## src/rtl/mult_div_pkg.sv

```systemverilog
// mult_div_pkg
//   Shared constants and types for the iterative multiplier/divider:
//   data width, iteration counts, FSM state encodings, Booth recoding.
package mult_div_pkg;

  localparam int WIDTH = 32;
  localparam int CNT_W = 6;

  localparam logic [CNT_W-1:0] MULT_ITERS = 6'd16;  // radix-4: two bits per step
  localparam logic [CNT_W-1:0] DIV_ITERS  = 6'd32;  // one quotient bit per step

  localparam logic [WIDTH-1:0] INT_MIN = {1'b1, {(WIDTH-1){1'b0}}};

  typedef enum logic [1:0] {
    ST_IDLE = 2'd0,
    ST_MULT = 2'd1,
    ST_DIV  = 2'd2,
    ST_DONE = 2'd3
  } state_e;

  // Plain vector constants so the state register stays a simple logic [1:0].
  localparam logic [1:0] S_IDLE = ST_IDLE;
  localparam logic [1:0] S_MULT = ST_MULT;
  localparam logic [1:0] S_DIV  = ST_DIV;
  localparam logic [1:0] S_DONE = ST_DONE;

  // Radix-4 Booth digit selected by {Q[1], Q[0], Q[-1]}.
  typedef enum logic [2:0] {
    BOOTH_ZERO = 3'd0,
    BOOTH_P1   = 3'd1,
    BOOTH_P2   = 3'd2,
    BOOTH_M1   = 3'd3,
    BOOTH_M2   = 3'd4
  } booth_op_e;

  function automatic booth_op_e booth_decode(input logic [2:0] bits);
    booth_op_e op;
    case (bits)
      3'b001, 3'b010: op = BOOTH_P1;
      3'b011:         op = BOOTH_P2;
      3'b100:         op = BOOTH_M2;
      3'b101, 3'b110: op = BOOTH_M1;
      default:        op = BOOTH_ZERO;   // 000 and 111
    endcase
    return op;
  endfunction

endpackage

```

## src/rtl/mult_div_if.sv

```systemverilog
// mult_div_if
//   Operand/control/result bundle between the execute stage and mult_div.
//   master: drives operand_a, operand_b, ctrl_mult, ctrl_div;
//           receives result, except, ready, qaq, faq.
//   slave : the opposite directions (used by mult_div).
interface mult_div_if
  import mult_div_pkg::*;
();

  logic [WIDTH-1:0]   operand_a;
  logic [WIDTH-1:0]   operand_b;
  logic               ctrl_mult;
  logic               ctrl_div;
  logic [WIDTH-1:0]   result;
  logic               except;
  logic               ready;
  logic [2*WIDTH-1:0] qaq;
  logic [2*WIDTH-1:0] faq;

  modport master (
    output operand_a, operand_b, ctrl_mult, ctrl_div,
    input  result, except, ready, qaq, faq
  );

  modport slave (
    input  operand_a, operand_b, ctrl_mult, ctrl_div,
    output result, except, ready, qaq, faq
  );

endinterface

```

## src/rtl/mult_div_addsub.sv

```systemverilog
// mult_div_addsub
//   Combinational add/subtract unit shared by the Booth step and the
//   non-restoring divide step.
//   a, b : W-bit two's complement operands
//   sub  : 1 = a - b (b inverted), 0 = a + b
//   cin  : carry-in; tie to sub for a true subtract
//   sum  : W-bit result (wraps; callers size W so it never overflows)
module mult_div_addsub #(
  parameter int W = 34
) (
  input  logic [W-1:0] a,
  input  logic [W-1:0] b,
  input  logic         sub,
  input  logic         cin,
  output logic [W-1:0] sum
);

  logic [W-1:0] b_eff;

  assign b_eff = sub ? ~b : b;
  assign sum   = a + b_eff + {{(W-1){1'b0}}, cin};

endmodule

```

## src/rtl/mult_div.sv

```systemverilog
// mult_div
//   Iterative signed 32-bit multiplier (radix-4 Booth, 16 steps) and
//   divider (non-restoring on magnitudes, 32 steps + 1 sign-fixup step).
//   clock : rising-edge clock
//   reset : asynchronous active-high reset
//   bus   : mult_div_if.slave
//           operand_a/operand_b sampled when ctrl_mult/ctrl_div is high
//           result/except/faq valid from the ready pulse until next start
//           qaq shows the live working register, faq the final register
module mult_div
  import mult_div_pkg::*;
#(
  parameter int WIDTH = mult_div_pkg::WIDTH
) (
  input  logic clock,
  input  logic reset,
  mult_div_if.slave bus
);

  localparam int XW = WIDTH + 2;   // adder width: covers +/-2M and 2R+1

  logic [1:0]         state_q,  state_d;
  logic [CNT_W-1:0]   cnt_q,    cnt_d;
  logic [XW-1:0]      acc_hi_q, acc_hi_d;   // Booth A / divider remainder
  logic [WIDTH-1:0]   acc_lo_q, acc_lo_d;   // Booth Q / divider quotient
  logic               qm1_q,    qm1_d;      // Booth Q[-1]
  logic [WIDTH-1:0]   opnd_q,   opnd_d;     // multiplicand / divisor magnitude
  logic               q_neg_q,  q_neg_d;
  logic               r_neg_q,  r_neg_d;
  logic               dz_q,     dz_d;
  logic               dexc_q,   dexc_d;
  logic [WIDTH-1:0]   result_q, result_d;
  logic               except_q, except_d;
  logic               ready_q,  ready_d;
  logic [2*WIDTH-1:0] faq_q,    faq_d;

  logic [XW-1:0]      add_a, add_b, add_sum;
  logic               add_sub;
  booth_op_e          booth_op;
  logic [XW-1:0]      mcand_x1, mcand_x2, divisor_x;
  logic [2*WIDTH-1:0] product;
  logic [WIDTH-1:0]   a_mag, b_mag;
  logic [XW-1:0]      rem_mag;

  assign booth_op  = booth_decode({acc_lo_q[1:0], qm1_q});
  assign mcand_x1  = {{2{opnd_q[WIDTH-1]}}, opnd_q};
  assign mcand_x2  = {opnd_q[WIDTH-1], opnd_q, 1'b0};
  assign divisor_x = {2'b00, opnd_q};
  assign product   = {acc_hi_q[WIDTH-1:0], acc_lo_q};
  assign a_mag     = bus.operand_a[WIDTH-1] ? -bus.operand_a : bus.operand_a;
  assign b_mag     = bus.operand_b[WIDTH-1] ? -bus.operand_b : bus.operand_b;

  mult_div_addsub #(.W(XW)) u_addsub (
    .a   (add_a),
    .b   (add_b),
    .sub (add_sub),
    .cin (add_sub),
    .sum (add_sum)
  );

  // Adder operand steering
  always_comb begin
    add_a   = acc_hi_q;
    add_b   = '0;
    add_sub = 1'b0;
    case (state_q)
      S_MULT: begin
        case (booth_op)
          BOOTH_P1: add_b = mcand_x1;
          BOOTH_P2: add_b = mcand_x2;
          BOOTH_M1: begin add_b = mcand_x1; add_sub = 1'b1; end
          BOOTH_M2: begin add_b = mcand_x2; add_sub = 1'b1; end
          default:  add_b = '0;
        endcase
      end
      S_DIV: begin
        add_b = divisor_x;
        if (cnt_q < DIV_ITERS) begin
          // Shift the next dividend bit into the remainder; subtract the
          // divisor while the partial remainder is non-negative, else add.
          add_a   = {acc_hi_q[XW-2:0], acc_lo_q[WIDTH-1]};
          add_sub = ~acc_hi_q[XW-1];
        end else begin
          // Fixup step: restore a negative final remainder by adding D.
          add_a   = acc_hi_q;
          add_sub = 1'b0;
        end
      end
      default: ;
    endcase
  end

  // Next-state logic
  always_comb begin
    state_d  = state_q;
    cnt_d    = cnt_q;
    acc_hi_d = acc_hi_q;
    acc_lo_d = acc_lo_q;
    qm1_d    = qm1_q;
    opnd_d   = opnd_q;
    q_neg_d  = q_neg_q;
    r_neg_d  = r_neg_q;
    dz_d     = dz_q;
    dexc_d   = dexc_q;
    result_d = result_q;
    except_d = except_q;
    faq_d    = faq_q;
    ready_d  = 1'b0;
    rem_mag  = acc_hi_q;

    if (bus.ctrl_mult || bus.ctrl_div) begin
      // A start from any state abandons whatever was in flight.
      cnt_d    = '0;
      acc_hi_d = '0;
      qm1_d    = 1'b0;
      result_d = '0;
      except_d = 1'b0;
      faq_d    = '0;
      if (bus.ctrl_mult) begin
        state_d  = S_MULT;
        acc_lo_d = bus.operand_b;
        opnd_d   = bus.operand_a;
      end else begin
        state_d  = S_DIV;
        acc_lo_d = a_mag;
        opnd_d   = b_mag;
        q_neg_d  = bus.operand_a[WIDTH-1] ^ bus.operand_b[WIDTH-1];
        r_neg_d  = bus.operand_a[WIDTH-1];
        dz_d     = (bus.operand_b == '0);
        dexc_d   = (bus.operand_b == '0) ||
                   ((bus.operand_a == INT_MIN) && (bus.operand_b == '1));
      end
    end else begin
      case (state_q)
        S_MULT: begin
          if (cnt_q < MULT_ITERS) begin
            // Arithmetic shift of {A, Q, Q[-1]} right by two.
            acc_hi_d = {{2{add_sum[XW-1]}}, add_sum[XW-1:2]};
            acc_lo_d = {add_sum[1:0], acc_lo_q[WIDTH-1:2]};
            qm1_d    = acc_lo_q[1];
            cnt_d    = cnt_q + 6'd1;
          end else begin
            result_d = acc_lo_q;
            // Product fits in 32 signed bits only if bits 63..31 agree.
            except_d = ~((&product[2*WIDTH-1:WIDTH-1]) |
                         ~(|product[2*WIDTH-1:WIDTH-1]));
            faq_d    = product;
            ready_d  = 1'b1;
            state_d  = S_DONE;
          end
        end
        S_DIV: begin
          if (cnt_q < DIV_ITERS) begin
            acc_hi_d = add_sum;
            acc_lo_d = {acc_lo_q[WIDTH-2:0], ~add_sum[XW-1]};
            cnt_d    = cnt_q + 6'd1;
          end else if (cnt_q == DIV_ITERS) begin
            rem_mag  = acc_hi_q[XW-1] ? add_sum : acc_hi_q;
            acc_hi_d = r_neg_q ? -rem_mag : rem_mag;
            acc_lo_d = q_neg_q ? -acc_lo_q : acc_lo_q;
            cnt_d    = cnt_q + 6'd1;
          end else begin
            // Divide by zero leaves an all-ones quotient; report 0 instead.
            result_d = dz_q ? '0 : acc_lo_q;
            except_d = dexc_q;
            faq_d    = {acc_hi_q[WIDTH-1:0], dz_q ? '0 : acc_lo_q};
            ready_d  = 1'b1;
            state_d  = S_DONE;
          end
        end
        S_DONE:  state_d = S_IDLE;
        default: state_d = S_IDLE;
      endcase
    end
  end

  always_ff @(posedge clock or posedge reset) begin
    if (reset) begin
      state_q  <= S_IDLE;
      cnt_q    <= '0;
      acc_hi_q <= '0;
      acc_lo_q <= '0;
      qm1_q    <= 1'b0;
      opnd_q   <= '0;
      q_neg_q  <= 1'b0;
      r_neg_q  <= 1'b0;
      dz_q     <= 1'b0;
      dexc_q   <= 1'b0;
      result_q <= '0;
      except_q <= 1'b0;
      ready_q  <= 1'b0;
      faq_q    <= '0;
    end else begin
      state_q  <= state_d;
      cnt_q    <= cnt_d;
      acc_hi_q <= acc_hi_d;
      acc_lo_q <= acc_lo_d;
      qm1_q    <= qm1_d;
      opnd_q   <= opnd_d;
      q_neg_q  <= q_neg_d;
      r_neg_q  <= r_neg_d;
      dz_q     <= dz_d;
      dexc_q   <= dexc_d;
      result_q <= result_d;
      except_q <= except_d;
      ready_q  <= ready_d;
      faq_q    <= faq_d;
    end
  end

  assign bus.result = result_q;
  assign bus.except = except_q;
  assign bus.ready  = ready_q;
  assign bus.qaq    = {acc_hi_q[WIDTH-1:0], acc_lo_q};
  assign bus.faq    = faq_q;

endmodule

```

## src/flat_wrapper.sv

```systemverilog
// flat-port wrapper written by rule: the top's interface ports become plain ports
module mult_div_flat import mult_div_pkg::*;
#(
  parameter int WIDTH = mult_div_pkg::WIDTH
)
  (clock, reset, bus_operand_a, bus_operand_b, bus_ctrl_mult, bus_ctrl_div, bus_result, bus_except, bus_ready, bus_qaq, bus_faq);
  mult_div_if bus_i ();
  input  logic clock;
  input  logic reset;
  input wire logic [$bits(bus_i.operand_a)-1:0] bus_operand_a;
  input wire logic [$bits(bus_i.operand_b)-1:0] bus_operand_b;
  input wire logic [$bits(bus_i.ctrl_mult)-1:0] bus_ctrl_mult;
  input wire logic [$bits(bus_i.ctrl_div)-1:0] bus_ctrl_div;
  output wire logic [$bits(bus_i.result)-1:0] bus_result;
  output wire logic [$bits(bus_i.except)-1:0] bus_except;
  output wire logic [$bits(bus_i.ready)-1:0] bus_ready;
  output wire logic [$bits(bus_i.qaq)-1:0] bus_qaq;
  output wire logic [$bits(bus_i.faq)-1:0] bus_faq;
  assign bus_i.operand_a = bus_operand_a;
  assign bus_i.operand_b = bus_operand_b;
  assign bus_i.ctrl_mult = bus_ctrl_mult;
  assign bus_i.ctrl_div = bus_ctrl_div;
  assign bus_result = bus_i.result;
  assign bus_except = bus_i.except;
  assign bus_ready = bus_i.ready;
  assign bus_qaq = bus_i.qaq;
  assign bus_faq = bus_i.faq;
  mult_div #(.WIDTH(WIDTH)) u_core (.clock(clock), .reset(reset), .bus(bus_i));
endmodule
```

## config.mk

```make
export PLATFORM = sky130hd
export DESIGN_NAME = mult_div_flat
export DESIGN_NICKNAME = d
export VERILOG_FILES = /design/src/rtl/mult_div_pkg.sv /design/src/rtl/mult_div_if.sv /design/src/rtl/mult_div_addsub.sv /design/src/rtl/mult_div.sv /design/src/flat_wrapper.sv
export SDC_FILE = /design/constraint.sdc
export NUM_CORES = 1
export LEC_CHECK = 0
export ABC_AREA = 0
export CAP_MARGIN = 40
export CORE_UTILIZATION = 50
export DETAILED_ROUTE_END_ITERATION = 6
export GPL_TIMING_DRIVEN = 1
export PLACE_DENSITY = 0.74
export SLEW_MARGIN = 10
export SYNTH_ARGS = -nofsm -noshare
export SYNTH_HDL_FRONTEND = slang
export SYNTH_SLANG_ARGS = --single-unit
export TNS_END_PERCENT = 30
```

## constraint.sdc

```tcl
create_clock -name clock -period 7.2 [get_ports clock]
set_input_delay 1.44 -clock clock [delete_from_list [all_inputs] [get_ports clock]]
set_output_delay 1.44 -clock clock [all_outputs]
set_load 0.02 [all_outputs]
```

==> summary.md, run 1 <==
| Metric | Value |
|---|---|
| Max-cap viol count | 0 |
| Syn Inst Count | 2229 |
| Final Skew | 0.0116 ns |
| Worst Setup Path Type | flip-flop to flip-flop |
| Die Ht | 184 um |
| Setup TNS | 0 ns |
| Reg-to-Reg Start | u_core.acc_lo_q[0] |
| Startpoint Class | flip-flop |
| Initial antenna violation count | 1 |
| Power per cell area | 228 nW/um^2 |
| Max Root-Sink Buffers | 2 |
| Global-route wire length before repair | 95200 um |
| Setup bufs post-CTS | 0 |
| Post-synth EDFFs | 0 |
| Failing checks | DRC |
| Setup violators final | 0 |
| CTS Sinks | 177 |
| P&R area growth vs syn | 15.9% |
| Site Rows | 66 |
| Post-CTS Hold Fix Bufs | 0 |
| DR vias | 17866 |
| CTS resizes | 0 |
| Synth unique cells | 88 |
| Max-slew violations | 0 |
| Total core area | 32500 um^2 |
| Min-Delay Path Class | flip-flop to flip-flop |
| Arrival time of the worst setup path | 6.62 ns |
| Final worst slack | 0.895 ns |
| Max rail drop VDD | 0.180 mV |
| Pin count of the biggest net entering global routing | 76 |
| Synth Register Bits | 177 |
| Top FF cell, synth | dfrtp_1 |
| CTS Buf Count | 17 |
| Syn_nets | 2339 |
| Worst skew pair latency | 0.45 ns |
| Mapped cell area | 16500 um^2 |
| RSZ-0062 raised after global routing | false |
| Reg2reg path depth | 18 |
| DRT iter0 DRCs | 2418 |
| Total Wirelength | 61600 um |
| Placed cell count | 2684 |
| Layout cells sized above 1 | 4.79% |
| Async set-reset flop share out of synthesis | 100% |
| H-tree levels | 4 |
| Post-synthesis sequential area ratio | 26.8% |
| I/O Pins | 230 |
| Fin cells | 2717 |
| Final Cycle Share | 87.6% |
| Grt total ovfl | 0 |
| Fin util | 58.8% |
| DRT antenna net count | 0 |
| Vias in the first global route | 15960 |
| Yosys warning count | 0 |
| 1st-pass router iterations | 7 |
| RD Place Congestion | 0.972 |
| DIE AREA | 33800 um^2 |
| CP required | 7.52 ns |
| Fin crit period | 6.30 ns |
| DR vias/cell | 6.58 |
| Worst-path fanout max | 18 |
| Avg Cell Area, Syn | 7.41 um^2 |
| DR DRC count | 6 |
| Rel. slew slack | 38.9% |
| CP startpoint | u_core.acc_lo_q[0] |
| Worst-path clk slew | 0.08 ns |
| Total GRT Usage | 36.7% |
| Worst-margin pin slew | 0.916 ns |
| FMAX | 159 MHz |
| Outcome | finished, violations left |
| Worst hold path depth | 2 |
| Endpoints failing hold | 0 |
| Leakage | 0.00743 uW |
| Port-buffer cells | 229 |
| Root Driver | clkbuf_16 |
| Hpwl dp | 46500 um |
| Initial core utilization | 50.8% |
| Diodes inserted | 0 |
| WL per Instance | 22.7 um |
| Pre-CTS setup slack | 1.08 ns |
| Fill cells | 3085 |
| Critical Path Sink Type | flip-flop |
| Die W | 184 um |
| Final #Nets | 2373 |
| Min-delay src | u_core.q_neg_q |
| TritonCTS clock tree | yes |
[critical path, cell delays in order (launching register included)]
cell and delay, ns:
dfrtp_1 0.54, or3_1 0.45, a21boi_2 0.60, buf_4 0.25, a22oi_1 0.07, xnor2_1 0.17
nor2_1 0.07, ha_1 0.56, a211oi_1 0.16, o21a_1 0.21, nor3_1 0.50, o21ai_0 0.31
a21o_1 0.24, a211oi_1 0.42, or4bb_1 0.58, nor3_1 0.45, nor4b_1 0.31, o41a_1 0.20
o21ai_0 0.07
[placed cells by master, fill, tap and decap left out, types with 14 or more instances in the layout]
cell             count
nand4_1             37
nand3_1             38
clkbuf_16           17
o211ai_1            35
a21o_1              16
o31ai_1             32
o21ai_0            205
a21oi_1            149
a22oi_1             40
a211oi_1            32
nor2_1             169
inv_1               36
buf_4               33
xnor2_1             84
a31oi_1             15
nand2_1            364
and2_1              14
a22o_1              36
clkdlybuf4s50_1    227
xor2_1              64
nor3_1              48
or4_1               18
nand2b_1            16
or3_1               23
nor4_1              21
mux2i_1             29
o21a_1              15
dfrtp_1            175
ha_1                40
[cells in the mapped netlist, drive strengths merged, types with 13 or more instances]
cell type  instances  share of area (%)
nand3             38                1.2
dfrtp            177                 27
xnor2             84                4.5
nand2b            16               0.61
a21o              16               0.73
and3              13               0.52
o21ai            215                6.5
nor2             171                3.9
or3               25                1.0
a22o              37                2.0
nand4             37                1.4
nand2            364                8.3
a21oi            150                4.6
inv               38               0.86
o31ai             32                1.5
xor2              64                3.4
clkbuf           158                3.6
nor3              48                1.5
a22oi             40                1.8
a31oi             17               0.72
nor4              22               0.87
ha                41                3.1
or4               18               0.82
a211oi            34                1.6
buf               93                3.7
and2              14               0.53
o21a              15               0.68
o211ai            35                1.6
mux2i             31                1.9
[where the power goes]
| part | internal, uW | leakage [uW] | switching (uW) | total (uW) |
|---|---|---|---|---|
| combinational | 754 | 0.00483 | 1360 | 2110 |
| sequential | 1080 | 0.00232 | 205 | 1280 |
| clock | 536 | 0.000285 | 433 | 969 |
[registers in the layout, summed over array words and instances, names as in the netlist, 2 cells and up]
signal           count
u_core.acc_lo_q     32
u_core.cnt_q         6
u_core.state_q       2
u_core.acc_hi_q     34
u_core.bus.faq      64
u_core.opnd_q       32
[cell type report]
| type | count | area [um^2] | area share, % |
|---|---|---|---|
| clock buffers | 19 | 453 | 2.37 |
| clock inverters | 12 | 146 | 0.765 |
| well taps | 442 | 553 | 2.89 |
| flip-flops and latches | 177 | 4430 | 23.2 |
| repair buffers | 266 | 2640 | 13.8 |
| multi-input cells | 1762 | 10800 | 56.2 |
| inverters | 39 | 151 | 0.791 |
[final timing paths]
kind                                        to  slack [ns]
setup / recovery           u_core.acc_hi_q[33]        0.90
hold / removal                  u_core.q_neg_q        0.50
setup reg to reg           u_core.acc_hi_q[33]        0.90
hold reg to reg                 u_core.q_neg_q        0.50
max in group asynchronous    u_core.opnd_q[27]        4.89
min in group asynchronous    u_core.bus.faq[5]        1.41
[logic make-up (layout without fill, tap and decap cells)]
| logic type | count (synthesis) | count (layout) | share of synthesized area, % |
|---|---|---|---|
| multiplexers | 35 | 35 | 2.22 |
| adder cells (fa/ha/maj) | 42 | 42 | 3.23 |
| flip-flops | 177 | 177 | 26.8 |
| XOR/XNOR | 148 | 148 | 7.85 |
| AND/OR/NAND/NOR | 811 | 811 | 22.5 |
| AO/OA/AOI/OAI | 726 | 726 | 29.2 |
| buffers and inverters | 290 | 336 | 8.14 |
[stage by stage]
step           hold WS [ns]  area [um^2]  power, uW
3_5_place_dp          0.481        18500       3330
3_3_place_gp          0.467        18400       3300
4_1_cts               0.496        19100       4290
2_1_floorplan         0.450        16500       2650
5_1_grt               0.539        19100       4570
6_report              0.495        19100       4360
[per-layer routing]
metal	track usage [%]	vias to the layer above	share of wire [%]
li1	-	8112	-
met1	55.6	8527	44
met2	50.8	1149	41
met3	9.15	78	13
met4	10.2	0	2.3
met5	0	-	0
Note: power is estimated with default switching activity, not from simulation.
==> run 2: changes to the inputs <==
--- a/config.mk
+++ b/config.mk
@@ -6,11 +6,11 @@
 export NUM_CORES = 1
 export LEC_CHECK = 0
 export ABC_AREA = 0
-export CAP_MARGIN = 40
+export CAP_MARGIN = 15
 export CORE_UTILIZATION = 50
 export DETAILED_ROUTE_END_ITERATION = 6
+export DONT_BUFFER_PORTS = 1
 export GPL_TIMING_DRIVEN = 1
-export PLACE_DENSITY = 0.74
 export SLEW_MARGIN = 10
 export SYNTH_ARGS = -nofsm -noshare
 export SYNTH_HDL_FRONTEND = slang
==> summary.md, run 2 (synthesis gave the netlist of run 1 again) <==
| Metric | Value |
|---|---|
| Power per cell area | 249 nW/um^2 (was 228 nW/um^2) |
| DRT antenna net count | 0 (unchanged) |
| Leading cell type in the layout, fill and taps excluded | nand2_1 (unchanged) |
| Layout cells sized above 1 | 4.86% (was 4.79%) |
| Reg2reg path depth | 18 (unchanged) |
| Global-route wire length before repair | 92000 um (was 95200 um) |
| Total GRT Usage | 35.9% (was 36.7%) |
| Total power draw | 4170 uW (was 4360 uW) |
| Endpoints failing hold | 0 (unchanged) |
| CTS resizes | 0 (unchanged) |
| Max-cap viol count | 0 (unchanged) |
| Initial core utilization | 50.8% (unchanged) |
| Slowest stage delay, CP | 0.64 ns (was 0.60 ns) |
| FF-to-FF setup slack | 1.03 ns (was 0.90 ns) |
| Setup TNS | 0 ns (unchanged) |
| Root Driver | clkbuf_16 (unchanged) |
| Max Root-Sink Buffers | 2 (unchanged) |
| Reg-to-Reg Start | u_core.acc_lo_q[0] (unchanged) |
| Fin util | 51.5% (was 58.8%) |
| Most frequent cells in the layout | nand2_1 (364), o21ai_0 (205), dfrtp_1 (175) (was nand2_1 (364), clkdlybuf4s50_1 (227), o21ai_0 (205)) |
| Worst-margin pin slew | 0.979 ns (was 0.916 ns) |
| Hold Path End | u_core.q_neg_q (unchanged) |
| RSZ-0062 raised after global routing | false (unchanged) |
| Final Cycle Share | 85.6% (was 87.6%) |
| Min-delay src | u_core.q_neg_q (unchanged) |
| FMAX | 162 MHz (was 159 MHz) |
| Hpwl dp | 45200 um (was 46500 um) |
| TritonCTS clock tree | yes (unchanged) |
| Worst R2R End | u_core.acc_hi_q[28] (was u_core.acc_hi_q[33]) |
| DR DRC count | 0 (was 6) |
| Rel. slew slack | 34.8% (was 38.9%) |
| Site Rows | 66 (unchanged) |
| DIE AREA | 33800 um^2 (unchanged) |
| CP max stage cell | nor4_2 (was a21boi_2) |
| P&R area growth vs syn | 1.42% (was 15.9%) |
| Min-Delay Path Class | flip-flop to flip-flop (unchanged) |
| Post-CTS Hold Fix Bufs | 0 (unchanged) |
| CP required | 7.55 ns (was 7.52 ns) |
| Final Skew | 0.0233 ns (was 0.0116 ns) |
| H-tree levels | 4 (unchanged) |
| Initial antenna violation count | 1 (unchanged) |
| Vias in the first global route | 14888 (was 15960) |
| Die Ht | 184 um (unchanged) |
| Worst hold path depth | 2 (unchanged) |
| DR vias/cell | 6.72 (was 6.58) |
| RD Place Congestion | 0.911 (was 0.972) |
| Total core area | 32500 um^2 (unchanged) |
| I/O Pins | 230 (unchanged) |
| Setup bufs post-CTS | 0 (unchanged) |
| Worst Setup Path Type | flip-flop to flip-flop (unchanged) |
| Worst-path clk slew | 0.08 ns (about the same) |
| Arrival time of the worst setup path | 6.52 ns (was 6.62 ns) |
| Setup violators final | 0 (unchanged) |
| Startpoint Class | flip-flop (unchanged) |
| Fin crit period | 6.17 ns (was 6.30 ns) |
| Grt total ovfl | 0 (unchanged) |
| Worst skew pair latency | 0.47 ns (was 0.45 ns) |
| Hold Slack | 0.499 ns (was 0.495 ns) |
| Final #Nets | 2136 (was 2373) |
| Critical Path Sink Type | flip-flop (unchanged) |
| Port-buffer cells | 0 (was 229) |
| Worst-path fanout max | 29 (was 18) |
| CP startpoint | u_core.acc_lo_q[0] (unchanged) |
| Max-slew violations | 0 (unchanged) |
| Pin count of the biggest net entering global routing | 115 (was 76) |
| Total Wirelength | 61100 um (was 61600 um) |
| Leakage | 0.00654 uW (was 0.00743 uW) |
| Outcome | completed (was finished, violations left) |
| Max rail drop VDD | 0.186 mV (was 0.180 mV) |
| Max reg flops | 64 (unchanged) |
| CTS Sinks | 177 (unchanged) |
| CTS Buf Count | 17 (unchanged) |
| Diodes inserted | 0 (unchanged) |
| WL per Instance | 24.6 um (was 22.7 um) |
| DRT iter0 DRCs | 2037 (was 2418) |
| Crit path cell chain | buf_4, nand2_1, a32oi_4, buf_4, xnor2_1, nor2_1, ha_1, a21oi_1, o21ai_0, a221o_1, a31oi_2, xor2_1, a22oi_1, or3b_1, nor4_2, nand3_1, o211a_1, a221o_1 (was or3_1, a21boi_2, buf_4, a22oi_1, xnor2_1, nor2_1, ha_1, a211oi_1, o21a_1, nor3_1, o21ai_0, a21o_1, a211oi_1, or4bb_1, nor3_1, nor4b_1, o41a_1, o21ai_0) |
| 1st-pass router iterations | 7 (unchanged) |
| Die W | 184 um (unchanged) |
| DR vias | 16684 (was 17866) |
## run 2: worst max path at each step
stage,cells past startpoint,to,slack [ns]
floorplan,1,u_core.acc_hi_q[0],0.96
global placement,17,u_core.acc_hi_q[28],1.33
detailed placement,17,u_core.acc_hi_q[31],1.18
CTS,17,u_core.acc_hi_q[31],1.16
global route,18,u_core.acc_hi_q[33],0.58
finish,18,u_core.acc_hi_q[28],1.03
## run 2: worst max-delay path, delay by kind of cell (launching register included)
| family | cells | cell delay, ns |
|---|---|---|
| AOI/OAI and AO/OA | 8 | 2.46 |
| xor gates and xnor gates | 2 | 0.41 |
| adders and majority gates | 1 | 0.39 |
| buffers and inverters | 2 | 0.71 |
| DFF | 1 | 0.59 |
| and+or+nand+nor | 5 | 1.48 |
## run 2: metal layers
layer / track usage (%) / up-vias / wire length, um
met5: 0 / - / 14
met4: 7.97 / 2 / 983
met2: 47.4 / 962 / 24000
li1: - / 7628 / -
met3: 12.1 / 56 / 8000
met1: 54.9 / 8036 / 28100
## run 2: cell type report
| cell class | count | area, um^2 |
|---|---|---|
| fill | 3288 | 15800 |
| multi-input combinational | 1762 | 10800 |
| sequential | 177 | 4430 |
| tap | 442 | 553 |
| clock buffer | 19 | 433 |
| timing repair buffer | 29 | 225 |
| clock inverter | 13 | 178 |
| inverter | 39 | 151 |
## run 2: through the flow
| step | area, um^2 | instances | setup slack [ns] |
|---|---|---|---|
| floorplan | 16500 | 2229 | 0.958 |
| global placement | 16100 | 2448 | 1.33 |
| detailed placement | 16100 | 2448 | 1.18 |
| CTS | 16700 | 2480 | 1.16 |
| global route | 16700 | 2481 | 0.579 |
| finish | 16700 | 2481 | 1.03 |
## run 2: power breakdown
part           switching (uW)  internal (uW)
Sequential                309           1070
Clock                     446            555
Combinational            1180            600
Total                    1940           2230
==> run 3: changes to the inputs <==
--- a/config.mk
+++ b/config.mk
@@ -11,6 +11,7 @@
 export DETAILED_ROUTE_END_ITERATION = 6
 export DONT_BUFFER_PORTS = 1
 export GPL_TIMING_DRIVEN = 1
+export RECOVER_POWER = 25
 export SLEW_MARGIN = 10
 export SYNTH_ARGS = -nofsm -noshare
 export SYNTH_HDL_FRONTEND = slang
==> summary.md, run 3 (synthesis gave the netlist of run 1 again) <==
| Metric | Value |
|---|---|
| Final worst slack | 1.03 ns (about the same) |
| Post-CTS Hold Fix Bufs | 0 (unchanged) |
| Layout cells sized above 1 | 4.71% (was 4.86%) |
| Power per cell area | 249 nW/um^2 (about the same) |
| Die W | 184 um (unchanged) |
| Root Driver | clkbuf_16 (unchanged) |
| Global-route wire length before repair | 92000 um (unchanged) |
| Critical Path Sink Type | flip-flop (unchanged) |
| Endpoints failing hold | 0 (unchanged) |
| Leading cell type in the layout, fill and taps excluded | nand2_1 (unchanged) |
| Total Wirelength | 61000 um (was 61100 um) |
| Reg-to-Reg Start | u_core.acc_lo_q[0] (unchanged) |
| Min-Delay Path Class | flip-flop to flip-flop (unchanged) |
| Outcome | finished, violations left (was completed) |
| Arrival time of the worst setup path | 6.53 ns (was 6.52 ns) |
| Site Rows | 66 (unchanged) |
| I/O Pins | 230 (unchanged) |
| Setup violators final | 0 (unchanged) |
| Worst hold path depth | 2 (unchanged) |
| 1st-pass router iterations | 6 (was 7) |
| Final #Nets | 2136 (unchanged) |
| Die Ht | 184 um (unchanged) |
| Fin util | 51.4% (was 51.5%) |
| Min-delay src | u_core.q_neg_q (unchanged) |
| Max-slew violations | 166 (was 0) |
| Hold Path End | u_core.q_neg_q (unchanged) |
| Total core area | 32500 um^2 (unchanged) |
| FMAX | 162 MHz (about the same) |
| Rel. slew slack | -140% (was 34.8%) |
| P&R area growth vs syn | 1.33% (was 1.42%) |
| Max Root-Sink Buffers | 2 (unchanged) |
| H-tree levels | 4 (unchanged) |
| Port-buffer cells | 0 (unchanged) |
| Worst Setup Path Type | flip-flop to flip-flop (unchanged) |
| Diodes inserted | 0 (unchanged) |
| DR vias/cell | 6.69 (was 6.72) |
| Most frequent cells in the layout | nand2_1 (364), o21ai_0 (205), dfrtp_1 (175) (unchanged) |
| Max-cap viol count | 3 (was 0) |
| DR DRC count | 0 (unchanged) |
| Final Cycle Share | 85.7% (was 85.6%) |
| DR vias | 16587 (was 16684) |
| TritonCTS clock tree | yes (unchanged) |
| Max rail drop VDD | 0.187 mV (was 0.186 mV) |
| Setup TNS | 0 ns (unchanged) |
| FF-to-FF setup slack | 1.03 ns (about the same) |
| Startpoint Class | flip-flop (unchanged) |
| CP required | 7.55 ns (about the same) |
| Pre-CTS setup slack | 1.18 ns (unchanged) |
| Final Skew | 0.0262 ns (was 0.0233 ns) |
| Setup bufs post-CTS | 0 (unchanged) |
| WL per Instance | 24.6 um (about the same) |
| Initial core utilization | 50.8% (unchanged) |
| Worst R2R End | u_core.acc_hi_q[28] (unchanged) |
| RSZ-0062 raised after global routing | false (unchanged) |
| Fin crit period | 6.17 ns (about the same) |
| Worst-margin pin slew | 3.58 ns (was 0.979 ns) |
| Hpwl dp | 45200 um (unchanged) |
| Worst-path clk slew | 0.08 ns (about the same) |
| CTS Buf Count | 17 (unchanged) |
| Max reg flops | 64 (unchanged) |
| CTS Sinks | 177 (unchanged) |
| Worst skew pair latency | 0.47 ns (about the same) |
| DRT iter0 DRCs | 2048 (was 2037) |
| Vias in the first global route | 14888 (unchanged) |
| Reg2reg path depth | 18 (unchanged) |
| CTS resizes | 0 (unchanged) |
| Grt total ovfl | 0 (unchanged) |
| RD Place Congestion | 0.911 (unchanged) |
| DIE AREA | 33800 um^2 (unchanged) |
| Worst-path fanout max | 29 (unchanged) |
| Leakage | 0.00653 uW (was 0.00654 uW) |
| DRT antenna net count | 0 (unchanged) |
| Pin count of the biggest net entering global routing | 115 (unchanged) |
| Failing checks | capacitance limit, slew limit |
| Total GRT Usage | 35.9% (unchanged) |
| Initial antenna violation count | 1 (unchanged) |
## run 3: cell count changes in the layout (fill, tap and decap cells not counted), sizes merged
cell and change:
clkbuf +3, buf -3, clkinvlp +1, clkinv -1
## run 3: worst max-delay path by stage
stage | startpoint | to | depth (start not counted)
floorplan | reset | u_core.acc_hi_q[0] | 1
global placement | u_core.acc_lo_q[0] | u_core.acc_hi_q[28] | 17
detailed placement | u_core.acc_lo_q[0] | u_core.acc_hi_q[31] | 17
CTS | u_core.acc_lo_q[0] | u_core.acc_hi_q[31] | 17
global route | u_core.state_q[1] | u_core.acc_hi_q[33] | 18
finish | u_core.acc_lo_q[0] | u_core.acc_hi_q[28] | 18
## run 3: layout make-up
type                            instances  area [um^2]
Fill cell                            3290        15800
Timing Repair Buffer                   29          214
Inverter                               39          148
Sequential cell                       177         4430
Clock inverter                         13          178
Tap cell                              442          553
Multi-Input combinational cell       1762        10800
Clock buffer                           19          433
## run 3: critical path, cell delays in order, from the launching register on
cell,delay (ns)
dfrtp_1,0.58
buf_4,0.25
nand2_1,0.11
a32oi_4,0.39
buf_4,0.46
xnor2_1,0.17
nor2_1,0.06
ha_1,0.39
a21oi_1,0.42
o21ai_0,0.27
a221o_1,0.37
a31oi_2,0.41
xor2_1,0.24
a22oi_1,0.17
or3b_1,0.53
nor4_2,0.65
nand3_1,0.16
o211a_1,0.17
a221o_1,0.25
## run 3: routing by layer
metal | GRT usage, % | up-vias | wire length [um]
li1 | - | 7622 | -
met1 | 54.9 | 7964 | 28000
met2 | 47.4 | 940 | 24000
met3 | 12.1 | 59 | 8100
met4 | 7.97 | 2 | 980
met5 | 0 | - | 14
## run 3: power by group
group          total [uW]  switching [uW]  internal (uW)
clock                1000             446            555
combinational        1790            1190            600
sequential           1380             310           1070
## run 3: metrics by stage
stage	instance area, um^2	cells	total power, uW	hold slack [ns]
floorplan	16500	2229	2650	0.450
global placement	16100	2448	3100	0.472
detailed placement	16100	2448	3120	0.490
CTS	16700	2480	4120	0.506
global route	16700	2481	4380	0.530
finish	16700	2481	4170	0.500
